==> src/rtl/md_ctrl_pkg.sv <==
// md_ctrl_pkg: state codes, opcode/funct constants, ALU codes and
// mux select encodings shared by the multicycle control unit.
package md_ctrl_pkg;

    typedef enum logic [4:0] {
        S_IF       = 5'd0,
        S_ID       = 5'd1,
        S_MEM_ADDR = 5'd2,
        S_MEM_RD   = 5'd3,
        S_MEM_WB   = 5'd4,
        S_MEM_WR   = 5'd5,
        S_R_EXE    = 5'd6,
        S_R_WB     = 5'd7,
        S_I_EXE    = 5'd8,
        S_I_WB     = 5'd9,
        S_LUI      = 5'd10,
        S_BRANCH   = 5'd11,
        S_JUMP     = 5'd12,
        S_JAL      = 5'd13
    } state_t;

    localparam logic [5:0] OP_R    = 6'b000000;
    localparam logic [5:0] OP_LW   = 6'b100011;
    localparam logic [5:0] OP_SW   = 6'b101011;
    localparam logic [5:0] OP_BEQ  = 6'b000100;
    localparam logic [5:0] OP_BNE  = 6'b000101;
    localparam logic [5:0] OP_J    = 6'b000010;
    localparam logic [5:0] OP_JAL  = 6'b000011;
    localparam logic [5:0] OP_ADDI = 6'b001000;
    localparam logic [5:0] OP_ANDI = 6'b001100;
    localparam logic [5:0] OP_ORI  = 6'b001101;
    localparam logic [5:0] OP_XORI = 6'b001110;
    localparam logic [5:0] OP_SLTI = 6'b001010;
    localparam logic [5:0] OP_LUI  = 6'b001111;

    localparam logic [5:0] F_ADD = 6'b100000;
    localparam logic [5:0] F_SUB = 6'b100010;
    localparam logic [5:0] F_AND = 6'b100100;
    localparam logic [5:0] F_OR  = 6'b100101;
    localparam logic [5:0] F_XOR = 6'b100110;
    localparam logic [5:0] F_NOR = 6'b100111;
    localparam logic [5:0] F_SLT = 6'b101010;
    localparam logic [5:0] F_SRL = 6'b000010;

    localparam logic [2:0] ALU_AND = 3'b000;
    localparam logic [2:0] ALU_OR  = 3'b001;
    localparam logic [2:0] ALU_ADD = 3'b010;
    localparam logic [2:0] ALU_XOR = 3'b011;
    localparam logic [2:0] ALU_NOR = 3'b100;
    localparam logic [2:0] ALU_SRL = 3'b101;
    localparam logic [2:0] ALU_SUB = 3'b110;
    localparam logic [2:0] ALU_SLT = 3'b111;

    localparam logic [1:0] RD_RT = 2'd0;
    localparam logic [1:0] RD_RD = 2'd1;
    localparam logic [1:0] RD_RA = 2'd2;

    localparam logic [1:0] M2R_ALU = 2'd0;
    localparam logic [1:0] M2R_MDR = 2'd1;
    localparam logic [1:0] M2R_LUI = 2'd2;
    localparam logic [1:0] M2R_PC  = 2'd3;

    localparam logic [1:0] SB_RT  = 2'd0;
    localparam logic [1:0] SB_4   = 2'd1;
    localparam logic [1:0] SB_IMM = 2'd2;
    localparam logic [1:0] SB_BR  = 2'd3;

    localparam logic [1:0] PCS_ALU = 2'd0;
    localparam logic [1:0] PCS_OUT = 2'd1;
    localparam logic [1:0] PCS_JMP = 2'd2;

    // andi/ori/xori zero-extend; everything else with an imm sign-extends
    function automatic logic sign_ext(input logic [5:0] op);
        return op inside {OP_LW, OP_SW, OP_BEQ, OP_BNE, OP_ADDI, OP_SLTI};
    endfunction

endpackage

==> src/rtl/md_ctrl_if.sv <==
// md_ctrl_if: control bundle between md_ctrl (master) and the
// multicycle datapath (slave).
interface md_ctrl_if;

    logic [31:0] Inst;
    logic        zero;
    logic        MIO_ready;
    logic        IorD;
    logic        IRWrite;
    logic        RegWrite;
    logic        ALUSrcA;
    logic        PCWrite;
    logic        PCWriteCond;
    logic        Branch;
    logic        signsignal;
    logic [1:0]  RegDst;
    logic [1:0]  MemtoReg;
    logic [1:0]  ALUSrcB;
    logic [1:0]  PCSource;
    logic [2:0]  ALU_operation;
    logic        MemRead;
    logic        MemWrite;
    logic        illegal_inst;
    logic [4:0]  state;

    modport master (
        input  Inst, zero, MIO_ready,
        output IorD, IRWrite, RegWrite, ALUSrcA, PCWrite,
        output PCWriteCond, Branch, signsignal,
        output RegDst, MemtoReg, ALUSrcB, PCSource,
        output ALU_operation, MemRead, MemWrite,
        output illegal_inst, state
    );

    modport slave (
        output Inst, zero, MIO_ready,
        input  IorD, IRWrite, RegWrite, ALUSrcA, PCWrite,
        input  PCWriteCond, Branch, signsignal,
        input  RegDst, MemtoReg, ALUSrcB, PCSource,
        input  ALU_operation, MemRead, MemWrite,
        input  illegal_inst, state
    );

endinterface

==> src/rtl/md_alu_dec.sv <==
// md_alu_dec: op/funct to ALU operation, plus a flag saying whether
// the instruction is one this control unit supports.
module md_alu_dec
    import md_ctrl_pkg::*;
(
    input  logic [5:0] op,
    input  logic [5:0] funct,
    output logic [2:0] alu_op,
    output logic       legal
);

    always_comb begin
        alu_op = ALU_ADD;
        legal  = 1'b1;
        if (op == OP_R) begin
            case (funct)
                F_ADD:   alu_op = ALU_ADD;
                F_SUB:   alu_op = ALU_SUB;
                F_AND:   alu_op = ALU_AND;
                F_OR:    alu_op = ALU_OR;
                F_XOR:   alu_op = ALU_XOR;
                F_NOR:   alu_op = ALU_NOR;
                F_SLT:   alu_op = ALU_SLT;
                F_SRL:   alu_op = ALU_SRL;
                default: legal  = 1'b0;
            endcase
        end else begin
            case (op)
                OP_ADDI: alu_op = ALU_ADD;
                OP_ANDI: alu_op = ALU_AND;
                OP_ORI:  alu_op = ALU_OR;
                OP_XORI: alu_op = ALU_XOR;
                OP_SLTI: alu_op = ALU_SLT;
                OP_LW, OP_SW, OP_BEQ, OP_BNE,
                OP_J, OP_JAL, OP_LUI: alu_op = ALU_ADD;
                default: legal  = 1'b0;
            endcase
        end
    end

endmodule

==> src/rtl/md_ctrl.sv <==
// md_ctrl: Moore FSM sequencing the multicycle MIPS-subset datapath
// through fetch, decode, execute, memory and writeback.
module md_ctrl
    import md_ctrl_pkg::*;
(
    input  logic      clk,
    input  logic      reset,
    md_ctrl_if.master bus
);

    state_t     st;
    state_t     nxt;
    logic [5:0] op;
    logic [5:0] funct;
    logic [2:0] dec_op;
    logic       legal;
    logic       unused_bits;

    assign op    = bus.Inst[31:26];
    assign funct = bus.Inst[5:0];

    // branch resolution happens in the datapath via PCWriteCond/Branch
    assign unused_bits = ^{bus.Inst[25:6], bus.zero};

    md_alu_dec u_dec (
        .op     (op),
        .funct  (funct),
        .alu_op (dec_op),
        .legal  (legal)
    );

    always_ff @(posedge clk or negedge reset) begin
        if (!reset) st <= S_IF;
        else        st <= nxt;
    end

    assign bus.state      = st;
    assign bus.signsignal = sign_ext(op);

    always_comb begin
        nxt               = st;
        bus.IorD          = 1'b0;
        bus.IRWrite       = 1'b0;
        bus.RegWrite      = 1'b0;
        bus.ALUSrcA       = 1'b0;
        bus.PCWrite       = 1'b0;
        bus.PCWriteCond   = 1'b0;
        bus.Branch        = 1'b0;
        bus.RegDst        = RD_RT;
        bus.MemtoReg      = M2R_ALU;
        bus.ALUSrcB       = SB_RT;
        bus.PCSource      = PCS_ALU;
        bus.ALU_operation = ALU_AND;
        bus.MemRead       = 1'b0;
        bus.MemWrite      = 1'b0;
        bus.illegal_inst  = 1'b0;
        case (st)
            S_IF: begin
                bus.MemRead       = 1'b1;
                bus.IRWrite       = 1'b1;
                bus.ALUSrcB       = SB_4;
                bus.ALU_operation = ALU_ADD;
                bus.PCWrite       = 1'b1;
                if (bus.MIO_ready) nxt = S_ID;
            end
            S_ID: begin
                bus.ALUSrcB       = SB_BR;
                bus.ALU_operation = ALU_ADD;
                if (!legal) begin
                    bus.illegal_inst = 1'b1;
                    nxt              = S_IF;
                end else begin
                    case (op)
                        OP_LW, OP_SW:   nxt = S_MEM_ADDR;
                        OP_R:           nxt = S_R_EXE;
                        OP_BEQ, OP_BNE: nxt = S_BRANCH;
                        OP_J:           nxt = S_JUMP;
                        OP_JAL:         nxt = S_JAL;
                        OP_LUI:         nxt = S_LUI;
                        default:        nxt = S_I_EXE;
                    endcase
                end
            end
            S_MEM_ADDR: begin
                bus.ALUSrcA       = 1'b1;
                bus.ALUSrcB       = SB_IMM;
                bus.ALU_operation = ALU_ADD;
                nxt = (op == OP_LW) ? S_MEM_RD : S_MEM_WR;
            end
            S_MEM_RD: begin
                bus.IorD    = 1'b1;
                bus.MemRead = 1'b1;
                if (bus.MIO_ready) nxt = S_MEM_WB;
            end
            S_MEM_WB: begin
                bus.MemtoReg = M2R_MDR;
                bus.RegWrite = 1'b1;
                nxt          = S_IF;
            end
            S_MEM_WR: begin
                bus.IorD     = 1'b1;
                bus.MemWrite = 1'b1;
                if (bus.MIO_ready) nxt = S_IF;
            end
            S_R_EXE, S_I_EXE: begin
                bus.ALUSrcA       = 1'b1;
                bus.ALUSrcB       = (st == S_R_EXE) ? SB_RT : SB_IMM;
                bus.ALU_operation = dec_op;
                nxt = (st == S_R_EXE) ? S_R_WB : S_I_WB;
            end
            S_R_WB: begin
                bus.RegDst   = RD_RD;
                bus.RegWrite = 1'b1;
                nxt          = S_IF;
            end
            S_I_WB: begin
                bus.RegWrite = 1'b1;
                nxt          = S_IF;
            end
            S_LUI: begin
                bus.MemtoReg = M2R_LUI;
                bus.RegWrite = 1'b1;
                nxt          = S_IF;
            end
            S_BRANCH: begin
                bus.ALUSrcA       = 1'b1;
                bus.ALU_operation = ALU_SUB;
                bus.PCWriteCond   = 1'b1;
                bus.PCSource      = PCS_OUT;
                bus.Branch        = (op == OP_BEQ);
                nxt               = S_IF;
            end
            S_JUMP: begin
                bus.PCSource = PCS_JMP;
                bus.PCWrite  = 1'b1;
                nxt          = S_IF;
            end
            S_JAL: begin
                // PC already advanced in IF, so $31 gets PC+4 directly
                bus.PCSource = PCS_JMP;
                bus.PCWrite  = 1'b1;
                bus.RegDst   = RD_RA;
                bus.MemtoReg = M2R_PC;
                bus.RegWrite = 1'b1;
                nxt          = S_IF;
            end
            default: nxt = S_IF;
        endcase
    end

endmodule

==> src/flat_wrapper.sv <==
// flat-port wrapper written by rule: the top's interface ports become plain ports
module md_ctrl_flat import md_ctrl_pkg::*;
  (clk, reset, bus_Inst, bus_zero, bus_MIO_ready, bus_IorD, bus_IRWrite, bus_RegWrite, bus_ALUSrcA, bus_PCWrite, bus_PCWriteCond, bus_Branch, bus_signsignal, bus_RegDst, bus_MemtoReg, bus_ALUSrcB, bus_PCSource, bus_ALU_operation, bus_MemRead, bus_MemWrite, bus_illegal_inst, bus_state);
  md_ctrl_if bus_i ();
  input  logic clk;
  input  logic reset;
  input wire logic [$bits(bus_i.Inst)-1:0] bus_Inst;
  input wire logic [$bits(bus_i.zero)-1:0] bus_zero;
  input wire logic [$bits(bus_i.MIO_ready)-1:0] bus_MIO_ready;
  output wire logic [$bits(bus_i.IorD)-1:0] bus_IorD;
  output wire logic [$bits(bus_i.IRWrite)-1:0] bus_IRWrite;
  output wire logic [$bits(bus_i.RegWrite)-1:0] bus_RegWrite;
  output wire logic [$bits(bus_i.ALUSrcA)-1:0] bus_ALUSrcA;
  output wire logic [$bits(bus_i.PCWrite)-1:0] bus_PCWrite;
  output wire logic [$bits(bus_i.PCWriteCond)-1:0] bus_PCWriteCond;
  output wire logic [$bits(bus_i.Branch)-1:0] bus_Branch;
  output wire logic [$bits(bus_i.signsignal)-1:0] bus_signsignal;
  output wire logic [$bits(bus_i.RegDst)-1:0] bus_RegDst;
  output wire logic [$bits(bus_i.MemtoReg)-1:0] bus_MemtoReg;
  output wire logic [$bits(bus_i.ALUSrcB)-1:0] bus_ALUSrcB;
  output wire logic [$bits(bus_i.PCSource)-1:0] bus_PCSource;
  output wire logic [$bits(bus_i.ALU_operation)-1:0] bus_ALU_operation;
  output wire logic [$bits(bus_i.MemRead)-1:0] bus_MemRead;
  output wire logic [$bits(bus_i.MemWrite)-1:0] bus_MemWrite;
  output wire logic [$bits(bus_i.illegal_inst)-1:0] bus_illegal_inst;
  output wire logic [$bits(bus_i.state)-1:0] bus_state;
  assign bus_i.Inst = bus_Inst;
  assign bus_i.zero = bus_zero;
  assign bus_i.MIO_ready = bus_MIO_ready;
  assign bus_IorD = bus_i.IorD;
  assign bus_IRWrite = bus_i.IRWrite;
  assign bus_RegWrite = bus_i.RegWrite;
  assign bus_ALUSrcA = bus_i.ALUSrcA;
  assign bus_PCWrite = bus_i.PCWrite;
  assign bus_PCWriteCond = bus_i.PCWriteCond;
  assign bus_Branch = bus_i.Branch;
  assign bus_signsignal = bus_i.signsignal;
  assign bus_RegDst = bus_i.RegDst;
  assign bus_MemtoReg = bus_i.MemtoReg;
  assign bus_ALUSrcB = bus_i.ALUSrcB;
  assign bus_PCSource = bus_i.PCSource;
  assign bus_ALU_operation = bus_i.ALU_operation;
  assign bus_MemRead = bus_i.MemRead;
  assign bus_MemWrite = bus_i.MemWrite;
  assign bus_illegal_inst = bus_i.illegal_inst;
  assign bus_state = bus_i.state;
  md_ctrl u_core (.clk(clk), .reset(reset), .bus(bus_i));
endmodule
==> config.mk <==
export PLATFORM = sky130hd
export DESIGN_NAME = md_ctrl_flat
export DESIGN_NICKNAME = d
export VERILOG_FILES = /design/src/rtl/md_ctrl_pkg.sv /design/src/rtl/md_ctrl_if.sv /design/src/rtl/md_alu_dec.sv /design/src/rtl/md_ctrl.sv /design/src/flat_wrapper.sv
export SDC_FILE = /design/constraint.sdc
export NUM_CORES = 1
export LEC_CHECK = 0
export CAP_MARGIN = 20
export CORE_UTILIZATION = 36
export DETAILED_ROUTE_END_ITERATION = 7
export PLACE_DENSITY = 0.89
export SLEW_MARGIN = 20
export SYNTH_ARGS = -nofsm -noshare
export SYNTH_HDL_FRONTEND = slang
export SYNTH_SLANG_ARGS = --single-unit
==> constraint.sdc <==
create_clock -name clk -period 2.14 [get_ports clk]
set_input_delay 0.321 -clock clk [delete_from_list [all_inputs] [get_ports clk]]
set_output_delay 0.321 -clock clk [all_outputs]
set_load 0.03 [all_outputs]
==> flow_summary.yaml <==
synthesis:
  synth_fp_nets: 176
  synth_cell_types: 46
  netlist_area_um2: 927.1
  synth_warnings: 0
  seq_area_frac_synth: 0.1080
  synth_edf_count: 0
  async_flop_share: 1.000
  syn_area_per_cell_um2: 6.622
  synthesis.instances: 140
  synth-main-ff-cell: "dfrtp_1"
  yosys_register_bits: 4
layout:
  largest_reg_flops: 4
  syn2layout_area_growth_pct: 82.32
  diodes: 0
  drive_above_1_share: 0.3934
  num-nets-final: 249
  post-route-util: 0.6886
  fillers: 188
cts:
  cts.clk_slew.worst_paths_ns: 0.04
  clk_path_buf_depth: 2
  cts_tree: "built"
  insertion_delay_ns: 0.23
  cts-htree-levels: 1
  cts_hold_buf: 0
  cts_buffers: 3
  cts_sinks: 4
  cts_root_buf: "clkbuf_4"
sta:
  finalSetupViolCount: 0
  fin_crit_ns: 2.102
  worst_clock_skew_ns: 0.003775
  setup_slack_ns: 0.03830
  clock.fmax_mhz: 475.8
  finalMaxSlewViolations: 0
  final.period_utilization: 0.9821
  hold_violations: 0
power_and_ir_drop:
  p_leak_nw: 0.7718
  powerDensity_mw_per_mm2: 739.5
  ir_drop_mv: 0.7311
  p_total_mw: 1.250
die:
  rows: 18
  core_area_mm2: 0.002455
  start_util: 0.3777
  dieHeight_um: 52.75
  ios: 63
  dieArea_mm2: 0.002783
  die_width_um: 52.75
critical_path:
  worstPathArrival_ns: 1.78
  critPathMaxFanout: 2
  criticalPathCategory: "in -> out"
  end_kind: "output pin"
  r2r_start: "u_core.bus.state[0]$_DFFE_PN0P_"
  regToRegSetupSlack_ns: 0.57
  required_ns: 1.82
  r2r_end: "u_core.bus.state[2]$_DFFE_PN0P_"
  cp-startpoint: "bus_Inst[1]"
  startpoint_type: "input port"
  rr_worst_depth: 5
route:
  wl_um: 3858
  drtIter0Drc: 59
  drc: 0
  wl_per_cell_um: 16.01
  vias: 1414
  ant_nets: 0
  via_per_inst: 5.867
  dr.pass1.iters: 4
placement:
  gp_congestion: 0.9223
  io_buffers: 40
  hpwl_um: 2586
  preCtsSetupSlack_ns: -0.6691
global_route:
  gr-total-overflow: 0
  antenna_found_initial: 0
  first_global_vias: 1358
  grt.total_usage: 0.2890
  grt_max_degree: 15
  grt_pass1_wl_um: 5913
worst_hold_path:
  hold_class: "in -> async"
status:
  status: "finished, final reports clean"
flow_run:
  drv_cap: 0
[power breakdown]
group | leakage (nW) | internal, mW | switching (mW)
clock network | 0.0138 | 0.0626 | 0.0289
registers | 0.0516 | 0.0954 | 0.0405
logic | 0.706 | 0.421 | 0.602
[cell families after synthesis]
family	share of synthesized area
multiplexers	0.04453
buffers and inverters	0.08907
XOR/XNOR	0.02835
AO/OA/AOI/OAI	0.3280
other	0.004045
AND/OR/NAND/NOR	0.3981
flip-flops	0.1080
[synthesized netlist by cell type, drive strengths merged, types with 3 or more instances]
| library cell | number | area (um^2) |
|---|---|---|
| dfrtp | 4 | 100.1 |
| nand2 | 5 | 18.77 |
| a21oi | 9 | 45.04 |
| o41ai | 3 | 33.79 |
| nor2b | 9 | 56.30 |
| nor2 | 16 | 60.06 |
| nand2b | 7 | 43.79 |
| nand3 | 3 | 15.01 |
| nor3 | 8 | 40.04 |
| inv | 7 | 26.28 |
| or2 | 3 | 18.77 |
| and3 | 3 | 18.77 |
| buf | 4 | 22.52 |
| clkbuf | 9 | 33.78 |
| mux2i | 3 | 30.03 |
| o21ai | 9 | 45.04 |
[layer usage]
metal | part of all wire | wire length (um) | global-route usage | up-vias
met5 | 0 | 0 | 0 | -
met4 | 0.021 | 80 | 0.1447 | 0
met3 | 0.075 | 291 | 0.03768 | 14
met2 | 0.52 | 1987 | 0.5105 | 82
met1 | 0.39 | 1499 | 0.3351 | 662
li1 | - | - | - | 656
[what timing repair did]
item,CTS,global route
gates resized for setup,58,19
pin swaps,7,4
buffers inserted,9,0
endpoints found under the hold margin,0,0
endpoints found under the setup margin,17,6
[how the worst max path moves through the flow]
stage	to	slack, ns
3_5_place_dp	bus_illegal_inst	-0.67
4_1_cts	bus_ALU_operation[2]	0.002
3_3_place_gp	bus_illegal_inst	-0.65
2_1_floorplan	bus_Branch	-0.04
6_report	bus_ALU_operation[0]	0.04
5_1_grt	bus_illegal_inst	-0.03
[worst max-delay path, cell delays in order]
cell and delay (ns):
dlygate4sd2_1 0.21, or4b_4 0.49, o2111ai_4 0.25, buf_6 0.13
a41o_1 0.08, and3_4 0.17, buf_6 0.12
[layout by cell type (no fill, tap or decap), drive strengths merged, types with 3 or more instances in the layout]
master / instances
o41ai: 3
or2: 3
nor2b: 9
dlygate4sd2: 16
clkdlybuf4s50: 8
dfrtp: 4
nor3: 8
clkbuf: 9
o21ai: 9
a21oi: 9
nor2: 16
buf: 49
nand2: 5
mux2i: 3
nand3: 3
inv: 7
and3: 3
nand2b: 7
[final cells by class]
class                           instances  area [um^2]  share of cell area
Inverter                                7        26.28             0.01554
Tap cell                               30        37.54             0.02221
Multi-Input combinational cell        116        820.8              0.4856
Sequential cell                         4        101.3             0.05996
Timing Repair Buffer                   81        681.9              0.4034
Clock buffer                            3        22.52             0.01332
[stage by stage]
| step | hold WS [ns] | instances | cell area (um^2) | setup TNS [ns] |
|---|---|---|---|---|
| finish | 0.2838 | 241 | 1690 | 0 |
| global route | 0.2991 | 241 | 1690 | -0.03149 |
| CTS | 0.2808 | 241 | 1683 | 0 |
| detailed placement | 0.5334 | 229 | 1541 | -2.427 |
| global placement | 0.5234 | 229 | 1541 | -2.150 |
| floorplan | 0.02541 | 140 | 934.6 | -0.03889 |
(Power assumes the default switching activity.)
